### src/rtl/sd_tx_pkg.sv
// Shared types and the byte-wise CRC16 step for the SD block transmit path.
package sd_tx_pkg;

    typedef enum logic [2:0] {
        IDLE,
        DATA,
        CRC_HI,
        CRC_LO,
        DRAIN
    } tx_state_t;

    localparam logic [15:0] CRC16_POLY = 16'h1021;

    // One byte through the CRC16 LFSR, most significant bit first.
    function automatic logic [15:0] crc16_next(input logic [15:0] crc, input logic [7:0] d);
        logic [15:0] c;
        c = crc;
        for (int i = 7; i >= 0; i--) begin
            if (c[15] ^ d[i])
                c = {c[14:0], 1'b0} ^ CRC16_POLY;
            else
                c = {c[14:0], 1'b0};
        end
        return c;
    endfunction

endpackage

### src/rtl/sd_crc16_byte.sv
// Registered CRC16 accumulator, one byte per enabled cycle; clear wins over en.
module sd_crc16_byte
    import sd_tx_pkg::*;
(
    input  logic        clk,
    input  logic        n_rst,
    input  logic        clear,
    input  logic        en,
    input  logic [7:0]  din,
    output logic [15:0] crc
);

    always_ff @(posedge clk or negedge n_rst) begin
        if (!n_rst)
            crc <= 16'h0000;
        else if (clear)
            crc <= 16'h0000;
        else if (en)
            crc <= crc16_next(crc, din);
    end

endmodule

### src/rtl/sd_block_drainer.sv
// Pops one block from the byte FIFO, streams it on valid/ready and appends CRC16 (high byte first).
module sd_block_drainer
    import sd_tx_pkg::*;
#(
    parameter int BUS_WIDTH   = 8,
    parameter int BLOCK_BYTES = 512,
    parameter int CNT_BITS    = 10
) (
    input  logic                 clk,
    input  logic                 n_rst,
    input  logic                 start,
    input  logic                 abort,
    input  logic                 fifo_empty,
    input  logic                 fifo_wbusy,
    input  logic [BUS_WIDTH-1:0] fifo_rdata,
    output logic                 fifo_r_enable,
    output logic                 fifo_clear,
    output logic [BUS_WIDTH-1:0] tx_data,
    output logic                 tx_valid,
    input  logic                 tx_ready,
    output logic                 tx_last,
    output logic                 busy,
    output logic                 done
);

    localparam logic [CNT_BITS-1:0] BLOCK_CNT = CNT_BITS'(BLOCK_BYTES);
    localparam logic [CNT_BITS-1:0] LAST_CNT  = CNT_BITS'(BLOCK_BYTES - 1);

    tx_state_t            state_q, state_d;
    logic [CNT_BITS-1:0]  count_q;
    logic [BUS_WIDTH-1:0] data_p1;
    logic                 vld_p1;
    logic                 last_p1;
    logic                 done_q;
    logic [15:0]          crc;

    logic free, accept, pop, load_hi, load_lo, crc_clear;

    assign free    = !vld_p1 | tx_ready;
    assign accept  = vld_p1 & tx_ready;
    assign pop     = (state_q == DATA) & !fifo_empty & !fifo_wbusy & free
                   & (count_q < BLOCK_CNT) & !abort;
    assign load_hi = (state_q == CRC_HI) & free & !abort;
    assign load_lo = (state_q == CRC_LO) & free & !abort;
    // Starting a block and aborting both leave the accumulator at its init value.
    assign crc_clear = abort | ((state_q == IDLE) & start);

    sd_crc16_byte u_crc (
        .clk   (clk),
        .n_rst (n_rst),
        .clear (crc_clear),
        .en    (pop),
        .din   (fifo_rdata),
        .crc   (crc)
    );

    always_comb begin
        state_d = state_q;
        if (abort) begin
            state_d = IDLE;
        end else begin
            case (state_q)
                IDLE:    if (start) state_d = DATA;
                DATA:    if (pop && count_q == LAST_CNT) state_d = CRC_HI;
                CRC_HI:  if (free) state_d = CRC_LO;
                CRC_LO:  if (free) state_d = DRAIN;
                DRAIN:   if (accept) state_d = IDLE;
                default: state_d = IDLE;
            endcase
        end
    end

    always_ff @(posedge clk or negedge n_rst) begin
        if (!n_rst)
            state_q <= IDLE;
        else
            state_q <= state_d;
    end

    // Stage p1: single output register toward the serializer
    always_ff @(posedge clk or negedge n_rst) begin
        if (!n_rst) begin
            count_q <= '0;
            data_p1 <= '0;
            vld_p1  <= 1'b0;
            last_p1 <= 1'b0;
            done_q  <= 1'b0;
        end else if (abort) begin
            count_q <= '0;
            vld_p1  <= 1'b0;
            last_p1 <= 1'b0;
            done_q  <= 1'b0;
        end else begin
            done_q <= (state_q == DRAIN) & accept;
            if ((state_q == IDLE) && start)
                count_q <= '0;
            else if (pop)
                count_q <= count_q + CNT_BITS'(1);

            if (pop) begin
                data_p1 <= fifo_rdata;
                vld_p1  <= 1'b1;
                last_p1 <= 1'b0;
            end else if (load_hi) begin
                data_p1 <= crc[15:8];
                vld_p1  <= 1'b1;
                last_p1 <= 1'b0;
            end else if (load_lo) begin
                data_p1 <= crc[7:0];
                vld_p1  <= 1'b1;
                last_p1 <= 1'b1;
            end else if (accept) begin
                vld_p1  <= 1'b0;
                last_p1 <= 1'b0;
            end
        end
    end

    assign fifo_r_enable = pop;
    assign fifo_clear    = abort;
    assign tx_data       = data_p1;
    assign tx_valid      = vld_p1;
    assign tx_last       = last_p1;
    assign busy          = (state_q != IDLE);
    assign done          = done_q;

endmodule

### config.mk
export PLATFORM = sky130hd
export DESIGN_NAME = sd_block_drainer
export DESIGN_NICKNAME = d
export VERILOG_FILES = /design/src/rtl/sd_tx_pkg.sv /design/src/rtl/sd_crc16_byte.sv /design/src/rtl/sd_block_drainer.sv
export SDC_FILE = /design/constraint.sdc
export NUM_CORES = 1
export LEC_CHECK = 0
export BUFFER_PORTS_ARGS = -buffer_cell sky130_fd_sc_hd__buf_2
export CORE_MARGIN = 2
export CORE_UTILIZATION = 48
export CTS_BUF_LIST = sky130_fd_sc_hd__clkbuf_4 sky130_fd_sc_hd__clkbuf_8
export DETAILED_ROUTE_END_ITERATION = 10
export PLACE_DENSITY = 0.78
export SYNTH_ARGS = -nofsm -noshare
export SYNTH_HDL_FRONTEND = slang
export SYNTH_SLANG_ARGS = --single-unit
### constraint.sdc
create_clock -name clk -period 4 [get_ports clk]
set_input_delay 0.8 -clock clk [delete_from_list [all_inputs] [get_ports clk]]
set_output_delay 0.8 -clock clk [all_outputs]
set_load 0.005 [all_outputs]
# After elaboration in Yosys (flattened, before gate mapping)
# Cells that the tools add are included.
dict set report totals {
  regBits 40
}
dict set report op_classes {
  n_addsub 1
  order_cmp 1
  n_eq_ne 10
  n_mux 46
  bitwise_logic 31
  reduce_logical 14
}
# op count
set op_table {}
lappend op_table {{2-to-1 mux 16 bit} 16}
lappend op_table {{2-to-1 mux 13 bit} 8}
lappend op_table {{2-to-1 mux 10 bit} 3}
lappend op_table {{2-to-1 mux 8 bit} 3}
lappend op_table {{inverter 3 bit} 8}
lappend op_table {{2-to-1 mux 3 bit} 6}
lappend op_table {{case mux 3 bit (5 select lines)} 1}
lappend op_table {{AND 1 bit} 12}
lappend op_table {{!= test 3 bit (second input constant)} 4}
lappend op_table {{adder 10 x 1 -> 10 bit (second input constant)} 1}
lappend op_table {{== test 10 x 9 -> 1 bit (second input constant)} 1}
lappend op_table {{< comparator 10 bit (second input constant)} 1}
lappend op_table {{2-to-1 mux 1 bit} 9}
lappend op_table {{nonzero test 3 bit} 3}
lappend op_table {{bitwise XOR 1 bit} 8}
lappend op_table {{== test 3 x 2 -> 1 bit (second input constant)} 2}
lappend op_table {{AND reduction 5 bit} 1}
lappend op_table {{nonzero test 5 bit} 1}
lappend op_table {{logical NOT 1 bit} 4}
lappend op_table {{== test 3 x 1 -> 1 bit (second input constant)} 1}
lappend op_table {{== test 3 bit (second input constant)} 1}
lappend op_table {{logical NOT 3 bit} 1}
lappend op_table {{!= test 3 x 2 -> 1 bit (second input constant)} 1}
lappend op_table {{logical AND 1 bit} 2}
lappend op_table {{4 further kinds} 5}

# Longest topological paths before layout
# Gate-level depths: netlist (run 1).
dict set report depth {
  ltp_word 36
  ltp_mapped 7
}

# Modules after synthesis
# From an unflattened synthesis (run 1), not the netlist that was laid out.
dict set report unflattened {
  hier_cells 220
  hier_area_um2 2417.3
}
# module instances cells_each area_per_inst_um2 seq_area_each_um2
set modules_own_cells {}
lappend modules_own_cells {sd_block_drainer 1 141 1373.8 600.6}
lappend modules_own_cells {sd_crc16_byte 1 79 1043.5 400.4}

# Least setup slack after synthesis (run 1)
# Ideal clock, no wire load.
dict set report synth_timing {
  kind {input -> output}
  from {input fifo_empty}
  to {output fifo_r_enable}
  t_arrival_ps 1783
  slack_ps 1417
  path_stages 4
  path_buffers 1
  cell_sequence {nor4b_4 nand4_1 inv_1 clkbuf_1}
}
dict set report synth_via {
  elab_chain_cells 6
}
# element line_no
set synth_lines {}
lappend synth_lines {{from (decl)} sd_block_drainer.sv:13} ;# input logic fifo_empty,
lappend synth_lines {{logical NOT 1 bit} sd_block_drainer.sv:41} ;# assign pop = (state_q == DATA) & !fifo_empty & !fifo_wbusy & free
lappend synth_lines {{AND 1 bit (3 in series)} sd_block_drainer.sv:41}
lappend synth_lines {{AND 1 bit (2 in series)} sd_block_drainer.sv:42} ;# & (count_q < BLOCK_CNT) & !abort;
lappend synth_lines {{to (decl)} sd_block_drainer.sv:16} ;# output logic fifo_r_enable,
# Every way passes these cells.

# Worst setup path after layout (run 1)
# Same ends and word-level chain as after synthesis.

==> results of run 1 <==
## metal layers
layer / wire length (µm) / up-vias
li1: - / 872
met1: 2320 / 900
met2: 2210 / 47
met3: 191 / 13
met4: 118 / 0
met5: 0 / -
## final cells by class
class                   instances  share of cell area
well taps                      52              0.0263
repair buffers                 34              0.0749
inverters                       5             0.00759
multi-input cells             161               0.447
clock buffers                   8              0.0395
flip-flops and latches         40               0.405
## worst max-delay path by stage
stage | start | depth (start not counted) | slack (ns) | endpoint
detailed placement | fifo_empty | 6 | 1.34 | fifo_r_enable
global route | fifo_empty | 6 | 1.24 | fifo_r_enable
floorplan | fifo_empty | 4 | 1.42 | fifo_r_enable
global placement | fifo_empty | 6 | 1.38 | fifo_r_enable
finish | fifo_empty | 6 | 1.33 | fifo_r_enable
CTS | fifo_empty | 6 | 1.34 | fifo_r_enable
## through the flow
| stage | instances | setup slack [ns] |
|---|---|---|
| 6_report | 300 | 1.33 |
| 5_1_grt | 300 | 1.24 |
| 4_1_cts | 300 | 1.34 |
| 3_5_place_dp | 292 | 1.34 |
| 3_3_place_gp | 292 | 1.38 |
| 2_1_floorplan | 221 | 1.42 |
## cell families after synthesis
logic type                 Yosys count  share of synthesized area
buffers and inverters               20                     0.0448
and+or+nand+nor                     80                      0.204
AOI/OAI and AO/OA                   56                      0.196
adders and majority gates            1                    0.00567
xor gates and xnor gates            24                     0.0953
DFF                                 40                      0.454
## power by group through the flow
| stage | logic (mW) | registers [mW] | clock network (mW) |
|---|---|---|---|
| 5_1_grt | 0.177 | 0.451 | 0.314 |
| 6_report | 0.159 | 0.448 | 0.293 |
| 3_5_place_dp | 0.159 | 0.455 | 0 |
| 2_1_floorplan | 0.109 | 0.449 | 0 |
| 3_3_place_gp | 0.157 | 0.454 | 0 |
| 4_1_cts | 0.160 | 0.447 | 0.299 |
## worst reg2reg max path, delay by kind of cell, from the launching register on
kind            cells  cell delay [ns]
compound gates      1             0.17
flops               1             0.57
simple gates        3             1.51
## sequential cells by signal, summed over array words and instances (netlist names)
name and cells:
u_crc.crc 16, count_q 10, tx_data 8, state_q 3, done 1, tx_last 1, tx_valid 1
## synth_stat cells (2+ instances only)
master	number	area, µm²
a21o_1	2	15.0
o2bb2ai_1	4	35.0
or4_1	5	37.5
nor2_1	16	60.1
clkbuf_1	7	26.3
a211oi_1	8	60.1
nand4_1	3	18.8
nor4b_1	9	78.8
o311ai_0	2	17.5
dfrtp_1	40	1000
inv_1	5	18.8
a22o_1	13	114
nand2_1	20	75.1
nand2b_1	2	12.5
a21oi_1	5	25.0
o31ai_1	11	82.6
nor4_1	2	12.5
o211ai_1	6	45.0
nor3_1	3	15.0
xor2_1	6	52.6
nand4b_1	2	17.5
buf_6	2	22.5
nand3_1	11	55.1
xnor2_1	18	158
buf_2	4	20.0
==> impl_metrics.yaml, run 1 <==
power_and_ir_drop:
  p_total_uw: 901
  power_density_nw_per_um2: 364
  comb_power_share: 0.177
  intPower_uw: 651
  p_sw_uw: 250
  swShare: 0.277
  p_clk_frac: 0.326
  p_leak_nw: 1.10
  p_seq_frac: 0.497
  ir_drop_mv: 0.142
routing:
  vias_per_cell: 6.11
  drt_iter0_drc: 180
  drc_errors: 0
  ant_nets: 0
  totalWireLength_mm: 4.85
  wl_per_cell_um: 16.2
  firstDrtPassIters: 4
  vias: 1832
cts:
  cts_root_buf: "clkbuf_8"
  cts_hold_buf: 0
  post_cts_resized: 0
  clock_latency_ns: 0.29
  clk_pin_slew_ns: 0.07
  cts_max_level: 2
  cts_setup_buffers: 0
  cts.sinks: 40
  cts_tree: "done"
  numCtsBuffers: 5
  clk_path_buf_depth: 2
sta:
  hold_viol: 0
  worstMarginPinSlew_ns: 0.921
  rsz0062_at_grt: "false"
  finalSetupViolations: 0
  finalSetupTns_ns: 0
  slew_viol_final: 0
  layout_min_cycle_time_ns: 2.67
  max_slew_margin: 0.386
  whs_ns: 0.473
  fin_skew_ns: 0.00471
  fmax_mhz: 375
  period_share: 0.667
setup_path:
  r2r_slack_ns: 1.70
  reg2regPathDepth: 4
  cpMostUsedCell: "buf_2"
  start_kind: "input pin"
  crit_family: "simple AND/OR/NAND/NOR gates"
  cp-end-kind: "output pin"
  crit_buf_inv: 4
  required_ns: 3.20
  cp_data_arrival_time_ns: 1.87
  r2r_end: "count_q[8]"
  cpMaxStageDelayCell: "nor4b_4"
  crit_type: "input pin to output pin"
  max_stage_delay_ns: 0.41
  timing.critical_path.fanout_max: 14
  crit_chain: "buf_2, nor4b_4, nand4_1, buf_4, inv_1, buf_2"
  reg2reg_from: "state_q[0]"
synth:
  synth_warnings: 0
  ys_ff_latch: 40
  async_reset_ff_frac: 1.00
  syn_inst: 221
  ys.flop_type: "dfrtp_1"
  syn_nets: 237
  syn-cell-area_um2: 2200
  avgSynthCellArea_um2: 9.98
  ys_types: 40
  synth_edf_count: 0
  ys_seq_area_frac: 0.454
run_status:
  status: "completed"
floorplanning:
  die-area_um2: 5150
  rows: 24
  io_pins: 29
  floorplan.initialDensity: 0.503
  core_um2: 4380
  die_y_um: 71.8
  die_w_um: 71.8
global_route:
  top_usage_layer: "met2"
  grt_pass1_vias: 1757
  met3_usage: 0.0323
  global_route.overflow_total: 0
  grt_start_max_net_pins: 41
  use_met1: 0.268
  grt_pass1_wl_mm: 8.06
  antenna_found_initial: 0
  gr-usage-all-layers: 0.200
  met2_usage: 0.312
cells_and_area:
  regArea_um2: 1000
  nNetsFinal: 263
  num_antenna_cells: 0
  mostFrequentLayoutCells: "40 x dfrtp_1, 28 x buf_2, 20 x nand2_1"
  final_util: 0.564
  area_growth_pct: 12.1
  final_common_cell: "dfrtp_1"
  multi_input_area_um2: 1100
  stdcell_area_um2: 2470
  drive_above_1_share: 0.173
  nFillCells: 397
place:
  gp_congestion: 0.818
  dpl_cell_area_um2: 2370
  dp_hpwl_mm: 3.16
  port-buffer-count: 28
worst_hold_path:
  hold_end: "tx_data[2]"
  hold_path.class: "flop to flop"
  whs_path_depth: 2
  min_from: "tx_data[2]"
flow_run:
  maxCapViolCount: 0
(Power assumes the default switching activity.)
==> run 2, diff against run 1 <==
--- a/config.mk
+++ b/config.mk
@@ -5,6 +5,7 @@
 export SDC_FILE = /design/constraint.sdc
 export NUM_CORES = 1
 export LEC_CHECK = 0
+export ABC_AREA = 1
 export BUFFER_PORTS_ARGS = -buffer_cell sky130_fd_sc_hd__buf_2
 export CORE_MARGIN = 2
 export CORE_UTILIZATION = 48
==> constraint.sdc (replaced) <==
create_clock -name clk -period 2.5 [get_ports clk]
set_input_delay 0.5 -clock clk [delete_from_list [all_inputs] [get_ports clk]]
set_output_delay 0.5 -clock clk [all_outputs]
set_load 0.005 [all_outputs]
==> run 2 against run 1 <==
Largest power group unchanged. Total power up 110%. Die area up 8.6%. Combinational power rose to 3.8 times the previous value. Via count up 22%. Clock skew up 0.0014 ns. Area after synthesis up 9.1%. Routed wire length up 12%. Sequential share of layout area down 3.4 points. Flip-flop and latch count unchanged. Global-route usage up 1.3 points. Cell count up 47%. Clock-buffer cell count down 2.
==> impl_metrics.yaml, run 2 <==
synth:
  synth_most_common_cell: "nand2_1"
  synth_edf_count: 0
  syn-cell-area_um2: 2410
  ys_top_cells_by_count: "137 x nand2_1, 48 x nand3_1, 40 x dfrtp_1"
  syn_nets: 357
  ys_seq_area_frac: 0.416
  avgSynthCellArea_um2: 7.06
  synth_area_leader_cell: "dfrtp_1"
  netlist.area_leader.share: 0.416
  ys.flop_type: "dfrtp_1"
  synth-compound-area-share: 0.0536
  synthMuxAreaShare: 0
  ys_ff_latch: 40
  synth_top_family_by_area: "simple AND/OR/NAND/NOR gates"
  syn_inst: 341
  ys_types: 27
  synth_top_cells_by_area: "dfrtp_1 42%, nand2_1 21%, nand3_1 10%"
  synth_warnings: 0
  synthAdderAreaFrac: 0.00520
  synth-simple-area-share: 0.385
  async_reset_ff_frac: 1.00
  synth-xor-area-share: 0.0728
setup_path:
  timing.critical_path.fanout_max: 13
  reg2reg_from: "state_q[0]"
  crit_buf_inv: 2
  r2r_slack_ns: 0.69
  cpMaxStageDelayCell: "dfrtp_1"
  required_ns: 2.00
  max_stage_delay_ns: 0.45
  start_kind: "flop"
  crit_chain: "nor3_2, nand2_1, nor2_4, nand2_2, inv_2, buf_2"
  crit_family: "simple AND/OR/NAND/NOR gates"
  cp_data_arrival_time_ns: 1.69
  cp-end-kind: "output pin"
  crit_type: "flop to output pin"
  reg2regPathDepth: 11
  r2r_end: "tx_data[0]"
global_route:
  top_usage_layer: "met2"
  gr-usage-all-layers: 0.213
  use_met1: 0.289
  grt_pass1_vias: 2083
  grt_pass1_wl_mm: 9.25
  met2_usage: 0.338
  antenna_found_initial: 0
  met3_usage: 0.0495
  grt_start_max_net_pins: 41
  global_route.overflow_total: 0
cts:
  cts_max_level: 2
  clk_path_buf_depth: 2
  cts_setup_buffers: 0
  clock_latency_ns: 0.30
  cts_hold_buf: 0
  cts_root_buf: "clkbuf_8"
  numCtsBuffers: 5
  cts_tree: "done"
  clk_pin_slew_ns: 0.08
  cts.sinks: 40
  post_cts_resized: 0
routing:
  vias: 2235
  drt_iter0_drc: 232
  vias_per_cell: 5.08
  drc_errors: 0
  wl_per_cell_um: 12.4
  totalWireLength_mm: 5.44
  firstDrtPassIters: 4
  ant_nets: 0
cells_and_area:
  regArea_um2: 1000
  multi_input_area_um2: 1240
  area_growth_pct: 12.3
  final_common_cell: "nand2_1"
  largest-register: "u_crc.crc"
  nFillCells: 429
  largest_reg_flops: 16
  num_antenna_cells: 0
  final_util: 0.565
  mostFrequentLayoutCells: "137 x nand2_1, 48 x nand3_1, 40 x dfrtp_1"
  drive_above_1_share: 0.142
  nNetsFinal: 388
sta:
  period_share: 0.876
  finalSetupTns_ns: 0
  fin_skew_ns: 0.00613
  finalSetupViolations: 0
  fmax_mhz: 456
  layout_min_cycle_time_ns: 2.19
  hold_viol: 0
  max_slew_margin: 0.396
  rsz0062_at_grt: "false"
  worstMarginPinSlew_ns: 0.906
  slew_viol_final: 0
place:
  gp_congestion: 0.866
  port-buffer-count: 28
  dp_hpwl_mm: 3.83
floorplanning:
  die_w_um: 74.8
  floorplan.initialDensity: 0.503
  io_pins: 29
  die-area_um2: 5600
  core_um2: 4790
  rows: 25
  die_y_um: 74.8
power_and_ir_drop:
  power_density_nw_per_um2: 691
  ir_drop_mv: 0.253
  p_leak_nw: 1.49
flow_run:
  maxCapViolCount: 0
worst_hold_path:
  hold_path.class: "input pin to asynchronous set/reset pin"
run_status:
  status: "completed"
run 2: cell types whose count changed after synthesis, sizes merged, moves of 7 or more:
cell    before  now
a211oi       8    0
a22o        13    0
inv          5   28
nand2       20  140
nand3       11   48
nor4b       10    0
o21ai        1   13
o31ai       11    0
xnor2       18    7
xor2         6   13
run 2: worst max-delay path by stage:
stage,endpoint,startpoint,cells past startpoint
2_1_floorplan,fifo_r_enable,tx_ready,7
3_3_place_gp,fifo_r_enable,fifo_empty,7
3_5_place_dp,fifo_r_enable,fifo_empty,7
4_1_cts,fifo_r_enable,state_q[1],6
5_1_grt,fifo_r_enable,state_q[1],6
6_report,fifo_r_enable,state_q[1],6
run 2: where the power goes:
group	internal, mW	total, mW	switching [mW]
clock	0.220	0.453	0.233
sequential	0.735	0.811	0.0755
combinational	0.216	0.604	0.388
total	1.17	1.87	0.696
run 2: cells by family after synthesis:
kind of cell             after synthesis
AO/OA/AOI/OAI                         24
XOR/XNOR                              20
adder cells (fa/ha/maj)                1
buffers and inverters                 37
flip-flops                            40
AND/OR/NAND/NOR                      219
run 2: per-layer routing:
metal | vias to the layer above | routed length (µm)
met5 | - | 0
met4 | 0 | 65
met3 | 7 | 367
met2 | 91 | 2480
met1 | 995 | 2520
li1 | 1142 | -
run 2: area by class of cell:
class	instances	share of cell area
clock inverters	2	0.00370
inverters	28	0.0389
well taps	67	0.0310
clock buffers	6	0.0306
multi-input cells	264	0.460
flip-flops and latches	40	0.370
repair buffers	33	0.0657
run 2: worst reg2reg max path, stage by stage (launching register included):
cell	delay, ns
dfrtp_1	0.41
inv_2	0.11
nand2_1	0.06
nor2_1	0.33
buf_4	0.23
nand2_2	0.16
nand2_1	0.12
nand2_1	0.05
nand2_1	0.06
nand2_1	0.07
nand2_1	0.06
nand2_1	0.05
run 2: through the flow:
stage                     cell area [µm²]  std cells  power [mW]  worst slack [ns]  hold slack (ns)
after global routing                 2700        440        2.00             0.247            0.406
final                                2700        440        1.87             0.309            0.327
after CTS                            2700        440        1.88             0.333            0.360
after detailed placement             2610        432        1.43             0.577            0.491
after floorplan                      2410        341        1.22             0.822            0.204
after global placement               2610        432        1.41             0.589            0.485
==> run 3, diff against run 2 <==
--- a/config.mk
+++ b/config.mk
@@ -5,8 +5,8 @@
 export SDC_FILE = /design/constraint.sdc
 export NUM_CORES = 1
 export LEC_CHECK = 0
-export ABC_AREA = 1
 export BUFFER_PORTS_ARGS = -buffer_cell sky130_fd_sc_hd__buf_2
+export CORE_ASPECT_RATIO = 1.25
 export CORE_MARGIN = 2
 export CORE_UTILIZATION = 48
 export CTS_BUF_LIST = sky130_fd_sc_hd__clkbuf_4 sky130_fd_sc_hd__clkbuf_8
==> run 3 against run 2 <==
Via count down 16%. Clock-buffer cell count unchanged. Register-to-register slack got worse by 0.35 ns. Clock power increased by 19%. Design area decreased by 6.1%. Sequential share of layout area rose by 2.4 points. Critical path type unchanged. Largest cell class unchanged. Largest power group unchanged.
==> impl_metrics.yaml, run 3 (synthesized netlist as in run 1, its figures left out) <==
place:
  place_inst: 303
  dp_hpwl_mm: 3.52
  gp_congestion: 0.816
  port-buffer-count: 28
floorplanning:
  die_y_um: 79.8
  die-area_um2: 5150
  rows: 27
  die_w_um: 64.6
  core_um2: 4430
  io_pins: 29
  floorplan.initialDensity: 0.498
setup_path:
  cp_data_arrival_time_ns: 1.80
  reg2reg_from: "state_q[2]"
  required_ns: 2.00
  start_kind: "flop"
  timing.critical_path.fanout_max: 12
  r2r_end: "u_crc.crc[6]"
  r2r_slack_ns: 0.34
  cp-end-kind: "output pin"
  crit_type: "flop to output pin"
  reg2regPathDepth: 4
sta:
  finalSetupTns_ns: 0
  max_slew_margin: 0.276
  fmax_mhz: 434
  period_share: 0.922
  layout_min_cycle_time_ns: 2.30
  hold_viol: 0
  finalSetupViolations: 0
  rsz0062_at_grt: "false"
  worstMarginPinSlew_ns: 1.08
  slew_viol_final: 0
  fin_skew_ns: 0.00328
routing:
  drt_iter0_drc: 131
  totalWireLength_mm: 5.11
  ant_nets: 0
  drc_errors: 0
  wl_per_cell_um: 16.4
  vias: 1885
  vias_per_cell: 6.04
  firstDrtPassIters: 4
cts:
  clock_latency_ns: 0.30
  post_cts_resized: 0
  numCtsBuffers: 5
  clk_pin_slew_ns: 0.08
  cts_root_buf: "clkbuf_8"
  cts_tree: "done"
  clk_path_buf_depth: 2
  cts_hold_buf: 0
  cts_setup_buffers: 0
  cts.sinks: 40
  cts_max_level: 2
power_and_ir_drop:
  ir_drop_mv: 0.375
  p_leak_nw: 1.14
  power_density_nw_per_um2: 599
  p_total_mw: 1.52
global_route:
  grt_pass1_vias: 1808
  grt_pass1_wl_mm: 8.55
  grt_start_max_net_pins: 41
  antenna_found_initial: 0
  global_route.overflow_total: 0
  gr-usage-all-layers: 0.219
cells_and_area:
  instances_no_fill: 312
  final_util: 0.574
  final_common_cell: "dfrtp_1"
  num_antenna_cells: 0
  nFillCells: 398
  multi_input_area_um2: 1100
  regArea_um2: 1000
  largest_reg_flops: 16
  area_growth_pct: 15.2
  drive_above_1_share: 0.193
  mostFrequentLayoutCells: "40 x dfrtp_1, 28 x buf_2, 20 x nand2_1"
  largest-register: "u_crc.crc"
  nNetsFinal: 269
run_status:
  status: "completed"
flow_run:
  maxCapViolCount: 0
worst_hold_path:
  hold_path.class: "input pin to asynchronous set/reset pin"
run 3: area by class of cell:
| cell class | instances | area share |
|---|---|---|
| Sequential cell | 40 | 0.394 |
| Tap cell | 58 | 0.0286 |
| Multi-Input combinational cell | 161 | 0.435 |
| Inverter | 5 | 0.00739 |
| Timing Repair Buffer | 40 | 0.0907 |
| Clock inverter | 2 | 0.0138 |
| Clock buffer | 6 | 0.0301 |
run 3: report_power, final:
group | switching, mW | leakage [nW] | internal [mW]
combinational | 0.147 | 0.526 | 0.118
sequential | 0.0326 | 0.553 | 0.682
clock | 0.233 | 0.0586 | 0.307
run 3: critical path: stages (launching register included):
cell	delay [ns]
dfrtp_1	0.56
nor4b_4	0.37
nand4_1	0.16
inv_1	0.24
buf_2	0.17
run 3: worst max-delay path by stage:
stage | start | to | cells past startpoint
floorplan | abort | tx_data[0] | 7
global placement | tx_ready | u_crc.crc[10] | 5
detailed placement | tx_ready | u_crc.crc[6] | 5
CTS | state_q[0] | fifo_r_enable | 4
global route | state_q[0] | fifo_r_enable | 4
finish | state_q[0] | fifo_r_enable | 4
run 3: metal layers:
layer  global-route usage  up-vias  share of wire
met3               0.0494       11          0.056
met1                0.267      926           0.42
li1                     -      885              -
met5                    0        -              0
met4               0.0830        0          0.019
met2                0.377       63           0.50
run 3: through the flow:
stage          worst slack, ns  area, µm²  hold slack, ns
3_3_place_gp             0.320       2420           0.453
6_report                 0.196       2540           0.321
3_5_place_dp             0.304       2420           0.460
2_1_floorplan            0.482       2200           0.204
5_1_grt                 0.0439       2540           0.382
4_1_cts                  0.161       2530           0.354
